**src/rtl/pipe_ctrl_pkg.sv**
```systemverilog
// Shared types and constants for the pipeline hazard/stall controller.
// Latch-control bundle is ordered pc, ifid(en,flush), idex(en,flush), exmem, memwb(en,bubble).
package pipe_ctrl_pkg;

    localparam int REG_W = 3;
    localparam logic [1:0] DRAIN_DEPTH = 2'd3;

    typedef enum logic [1:0] {
        ST_RUN      = 2'd0,
        ST_MEM_WAIT = 2'd1,
        ST_DRAIN    = 2'd2,
        ST_HALTED   = 2'd3
    } state_t;

    typedef struct packed {
        logic pc_en;
        logic ifid_en;
        logic ifid_flush;
        logic idex_en;
        logic idex_flush;
        logic exmem_en;
        logic memwb_en;
        logic memwb_bubble;
    } ctrl_t;

    localparam ctrl_t CTRL_RUN    = 8'b1101_0110;
    localparam ctrl_t CTRL_STALL  = 8'b0000_0011;
    localparam ctrl_t CTRL_BRANCH = 8'b1111_1110;
    localparam ctrl_t CTRL_LU     = 8'b0001_1110;
    localparam ctrl_t CTRL_DRAIN  = 8'b0111_0110;
    localparam ctrl_t CTRL_OFF    = 8'b0000_0000;

endpackage

```
**src/rtl/hazard_detect.sv**
```systemverilog
// Combinational load-use hazard compare between ID/EX load and IF/ID sources.
module hazard_detect
    import pipe_ctrl_pkg::*;
(
    input  logic             idex_memread,
    input  logic [REG_W-1:0] idex_rd,
    input  logic [REG_W-1:0] ifid_rs,
    input  logic [REG_W-1:0] ifid_rt,
    input  logic             ifid_rs_used,
    input  logic             ifid_rt_used,
    output logic             load_use
);

    logic rs_hit;
    logic rt_hit;

    assign rs_hit   = ifid_rs_used && (ifid_rs == idex_rd);
    assign rt_hit   = ifid_rt_used && (ifid_rt == idex_rd);
    assign load_use = idex_memread && (rs_hit || rt_hit);

endmodule

```
**src/rtl/pipe_ctrl.sv**
```systemverilog
// Pipeline stall/flush/halt controller with optional perf counters.
// Define PIPE_CTRL_PERF_EN to build the stall_cnt/flush_cnt counters.
module pipe_ctrl
    import pipe_ctrl_pkg::*;
(
    input  logic             clk,
    input  logic             rst_n,
    input  logic             idex_memread,
    input  logic [REG_W-1:0] idex_rd,
    input  logic [REG_W-1:0] ifid_rs,
    input  logic [REG_W-1:0] ifid_rt,
    input  logic             ifid_rs_used,
    input  logic             ifid_rt_used,
    input  logic             ex_branch_taken,
    input  logic             id_halt,
    input  logic             mem_stall,
    input  logic             mem_done,
    output logic             pc_en,
    output logic             ifid_en,
    output logic             ifid_flush,
    output logic             idex_en,
    output logic             idex_flush,
    output logic             exmem_en,
    output logic             memwb_en,
    output logic             memwb_bubble,
    output logic             halted,
    output logic [15:0]      stall_cnt,
    output logic [15:0]      flush_cnt
);

    state_t     state;
    state_t     state_nx;
    logic [1:0] drain_cnt;
    logic [1:0] drain_cnt_nx;
    logic       drain_wait;
    logic       drain_wait_nx;
    logic       load_use;
    ctrl_t      ctrl;

    hazard_detect u_hazard (
        .idex_memread (idex_memread),
        .idex_rd      (idex_rd),
        .ifid_rs      (ifid_rs),
        .ifid_rt      (ifid_rt),
        .ifid_rs_used (ifid_rs_used),
        .ifid_rt_used (ifid_rt_used),
        .load_use     (load_use)
    );

    // A memory access started in DRAIN is held until mem_done, like MEM_WAIT.
    logic drain_hold;
    logic drain_go;
    logic mem_block;
    logic run_live;
    logic ev_branch;
    logic ev_lu;
    logic ev_halt;

    assign drain_hold = drain_wait ? !mem_done : mem_stall;
    assign drain_go   = (state == ST_DRAIN) && !drain_hold;
    assign mem_block  = ((state == ST_RUN) && mem_stall)
                     || ((state == ST_MEM_WAIT) && !mem_done)
                     || ((state == ST_DRAIN) && drain_hold);
    assign run_live   = ((state == ST_RUN) && !mem_stall)
                     || ((state == ST_MEM_WAIT) && mem_done);
    assign ev_branch  = run_live && ex_branch_taken;
    assign ev_lu      = run_live && !ex_branch_taken && load_use;
    assign ev_halt    = run_live && !ex_branch_taken && !load_use && id_halt;

    always_ff @(posedge clk or negedge rst_n) begin
        if (!rst_n) begin
            state      <= ST_RUN;
            drain_cnt  <= '0;
            drain_wait <= 1'b0;
            halted     <= 1'b0;
        end else begin
            state      <= state_nx;
            drain_cnt  <= drain_cnt_nx;
            drain_wait <= drain_wait_nx;
            halted     <= (state_nx == ST_HALTED);
        end
    end

    always_comb begin
        state_nx      = state;
        drain_cnt_nx  = drain_cnt;
        drain_wait_nx = drain_wait;
        case (state)
            ST_RUN, ST_MEM_WAIT: begin
                if (ev_halt) begin
                    state_nx      = ST_DRAIN;
                    drain_cnt_nx  = DRAIN_DEPTH;
                    drain_wait_nx = 1'b0;
                end else if (mem_block) begin
                    state_nx = ST_MEM_WAIT;
                end else begin
                    state_nx = ST_RUN;
                end
            end
            ST_DRAIN: begin
                if (drain_wait && mem_done)
                    drain_wait_nx = 1'b0;
                else if (!drain_wait && mem_stall)
                    drain_wait_nx = 1'b1;
                if (drain_go) begin
                    drain_cnt_nx = drain_cnt - 2'd1;
                    if (drain_cnt == 2'd1)
                        state_nx = ST_HALTED;
                end
            end
            default: state_nx = ST_HALTED;
        endcase
    end

    always_comb begin
        ctrl = CTRL_RUN;
        if (rst_n) begin
            unique case (1'b1)
                state == ST_HALTED: ctrl = CTRL_OFF;
                mem_block:          ctrl = CTRL_STALL;
                ev_branch:          ctrl = CTRL_BRANCH;
                ev_lu:              ctrl = CTRL_LU;
                drain_go:           ctrl = CTRL_DRAIN;
                default:            ctrl = CTRL_RUN;
            endcase
        end
    end

    assign pc_en        = ctrl.pc_en;
    assign ifid_en      = ctrl.ifid_en;
    assign ifid_flush   = ctrl.ifid_flush;
    assign idex_en      = ctrl.idex_en;
    assign idex_flush   = ctrl.idex_flush;
    assign exmem_en     = ctrl.exmem_en;
    assign memwb_en     = ctrl.memwb_en;
    assign memwb_bubble = ctrl.memwb_bubble;

`ifdef PIPE_CTRL_PERF_EN
    logic [15:0] stall_q;
    logic [15:0] flush_q;
    logic        stall_ev;

    assign stall_ev = ((state == ST_RUN) || (state == ST_MEM_WAIT))
                   && !ctrl.pc_en;

    always_ff @(posedge clk or negedge rst_n) begin
        if (!rst_n) begin
            stall_q <= '0;
            flush_q <= '0;
        end else begin
            if (stall_ev && (stall_q != 16'hFFFF))
                stall_q <= stall_q + 16'd1;
            if (ev_branch && (flush_q != 16'hFFFF))
                flush_q <= flush_q + 16'd1;
        end
    end

    assign stall_cnt = stall_q;
    assign flush_cnt = flush_q;
`else
    assign stall_cnt = '0;
    assign flush_cnt = '0;
`endif

endmodule
```
**config.mk**
```make
export PLATFORM = sky130hd
export DESIGN_NAME = pipe_ctrl
export DESIGN_NICKNAME = d
export VERILOG_FILES = /design/src/rtl/pipe_ctrl_pkg.sv /design/src/rtl/hazard_detect.sv /design/src/rtl/pipe_ctrl.sv
export SDC_FILE = /design/constraint.sdc
export NUM_CORES = 1
export LEC_CHECK = 0
export CAP_MARGIN = 20
export CORE_AREA = 3 3 60 45
export DETAILED_ROUTE_END_ITERATION = 8
export DIE_AREA = 0 0 63 48
export GPL_ROUTABILITY_DRIVEN = 1
export PLACE_DENSITY = 0.84
export SYNTH_ARGS = -nofsm -noshare
export SYNTH_HDL_FRONTEND = slang
export SYNTH_HIERARCHICAL = 1
export SYNTH_SLANG_ARGS = --single-unit
```
**constraint.sdc**
```tcl
create_clock -name clk -period 3.2 [get_ports clk]
set_clock_uncertainty 0.15 [all_clocks]
set_input_delay 0.64 -clock clk [delete_from_list [all_inputs] [get_ports clk]]
set_output_delay 0.64 -clock clk [all_outputs]
set_load 0.05 [all_outputs]
```
==> impl_metrics.json <==
{
  "worstPathMaxFanout": 3,
  "netlist_instances": 99,
  "first_iter_violations": 9,
  "synth_cell_types": 34,
  "fmax_mhz": 328,
  "post_cts_buffers": 0,
  "finalCriticalPeriod_ps": 3050,
  "synth.most_common_cell": "buf_4",
  "numCtsBuffers": 3,
  "synth_top_area_cell": "buf_4",
  "post-route-period-util": 0.953,
  "die-area_um2": 3020,
  "drtAntennaViolNets": 0,
  "synth_commonest_cells": "buf_4, dfrtp_1, nor2b_1, xnor2_1, inv_1",
  "num_vias": 667,
  "hold_viol_final": 0,
  "total_power_uw": 304,
  "hp-start": "drain_cnt[0]",
  "clk-insertion-delay-late_ps": 240,
  "reg2reg_depth": 4,
  "hold_ws_ps": 352,
  "p_leak_nw": 0.483,
  "wl_per_cell_um": 10.7,
  "grt_max_degree": 12,
  "viasPerCell": 4.22,
  "core_um2": 2150,
  "clock_path_buffers": 2,
  "initial_core_util": 0.372,
  "post-dp-hpwl_mm": 1.47,
  "drc": 0,
  "path_common_cell": "nor2b_1",
  "yosysWarnings": 6,
  "grtUsageTotal": 0.107,
  "synth-seq-cells": 6,
  "critical_path_arrival_ps": 2260,
  "mappedNetlistArea_um2": 801,
  "avgSynthCellArea_um2": 8.09,
  "ys_async_sr_fraction": 1.00,
  "die_w_um": 63,
  "yosysSeqAreaShare": 0.188,
  "max-cap-violations": 0,
  "crit_family": "buffers and inverters",
  "crit_required_ps": 2410,
  "gp_congestion": 0.770,
  "num-nets-final": 147,
  "h-tree-depth": 1,
  "grt_overflow_total": 0,
  "whs_path_depth": 1,
  "die_h_um": 48,
  "clk_pin_slew_ps": 40,
  "setup_viol": 0,
  "critPathSlowestCell": "clkdlybuf4s50_1",
  "cts_hold_buffers": 0,
  "port_buffers": 26,
  "synthDominantCellAreaShare": 0.309,
  "critPathBufInv": 2,
  "power_density_nw_per_um2": 287,
  "run_status": "finished clean",
  "final.setup.tns_ps": 0,
  "max_stage_delay_ps": 450,
  "reg2reg_to": "drain_cnt[1]",
  "grt_pass1_vias": 602,
  "r2r_slack_ps": 1690,
  "start_kind": "input port",
  "worstPathCellList": "clkdlybuf4s50_1, xnor2_1, nand4_1, a21boi_1, nor2b_1, nor2b_1, o21ai_1, buf_4",
  "r2r_start": "state[0]",
  "drt_wl_total_mm": 1.70,
  "postCtsResizedCells": 0,
  "tritoncts": "built",
  "crit_type": "input port to output pin",
  "syn2layout_area_growth_pct": 32.2,
  "grt_pass1_wl_mm": 2.62,
  "antennaDiodeCount": 0,
  "synth_edf_count": 0,
  "peakVddDrop_mv": 0.126,
  "min_path_type": "register to register",
  "drive_gt1_frac": 0.135,
  "antenna_found_initial": 0,
  "hold_path_end": "drain_cnt[0]",
  "numClockSinks": 6,
  "first_pass_iters": 4,
  "end_kind": "output pin",
  "io_pins": 59,
  "rows": 14,
  "rsz0062_at_grt": "false",
  "synth_area_leaders": "buf_4, dfrtp_1, xnor2_1, nor2b_1, a21oi_1",
  "synth_ff_type": "dfrtp_1",
  "drv_slew": 0,
  "root_buffer": "clkbuf_4"
}
## where the power goes
group,internal (mW),switching [mW],total [mW]
sequential,0.0778,0.00165,0.0794
clock,0.0423,0.0247,0.0670
combinational,0.0421,0.116,0.158
total,0.162,0.142,0.304
## metrics by stage
stage          cells  setup WS (ps)  cell area, µm²  utilization
2_1_floorplan    130            465             917            -
3_3_place_gp     155            241            1040        0.481
3_5_place_dp     155            154            1040        0.481
4_1_cts          158            144            1060        0.491
5_1_grt          158          0.314            1060        0.491
6_report         158            150            1060        0.491
## sequential cells by signal (all words and copies together), names as in the netlist
register / count
halted: 1
state: 2
drain_cnt: 2
drain_wait: 1
## layout by cell type (no fill, tap or decap), types with 2 or more instances in the layout
| cell type | count |
|---|---|
| nand4_1 | 2 |
| o21ai_0 | 2 |
| nand2_1 | 3 |
| a21oi_1 | 4 |
| conb_1 | 32 |
| buf_4 | 3 |
| inv_1 | 5 |
| clkdlybuf4s50_1 | 18 |
| o21ai_1 | 3 |
| buf_12 | 7 |
| nor2_1 | 4 |
| nor2b_1 | 6 |
| dfrtp_1 | 6 |
| clkbuf_4 | 3 |
| mux2i_1 | 2 |
| o21a_1 | 2 |
| xnor2_1 | 6 |
## per-layer routing
| layer | GRT usage | up-vias | routed length (µm) |
|---|---|---|---|
| li1 | - | 325 | - |
| met1 | 0.125 | 316 | 665 |
| met2 | 0.220 | 26 | 935 |
| met3 | 0.0164 | 0 | 95 |
| met4 | 0.0132 | 0 | 0 |
| met5 | 0 | - | 0 |
## cell families (layout without fill, tap and decap cells)
logic type | count (synthesis) | after routing | share of synthesized area
AO/OA/AOI/OAI | 21 | 21 | 0.186
XOR/XNOR | 6 | 6 | 0.0656
buffers and inverters | 40 | 36 | 0.353
AND/OR/NAND/NOR | 22 | 22 | 0.162
flip-flops | 6 | 6 | 0.187
adder cells (fa/ha/maj) | 1 | 1 | 0.0156
other | 1 | 32 | 0.00468
multiplexers | 2 | 2 | 0.0250
## area by class of cell
class	count	area, µm²
Fill cell	194	1100
Multi-Input combinational cell	84	484
Inverter	5	18.8
Timing Repair Buffer	28	343
Tap cell	32	40.0
Sequential cell	6	150
Clock buffer	3	22.5
## worst max-delay path by stage
stage,cells after the start,slack [ps],startpoint,endpoint
floorplan,3,460,mem_done,pc_en
global placement,8,240,idex_rd[0],ifid_en
detailed placement,8,150,idex_rd[1],ifid_en
CTS,8,140,idex_rd[1],ifid_en
global route,8,0.3,idex_rd[1],ifid_en
finish,8,150,idex_rd[1],ifid_en
Power figures use the tool's default switching activity.
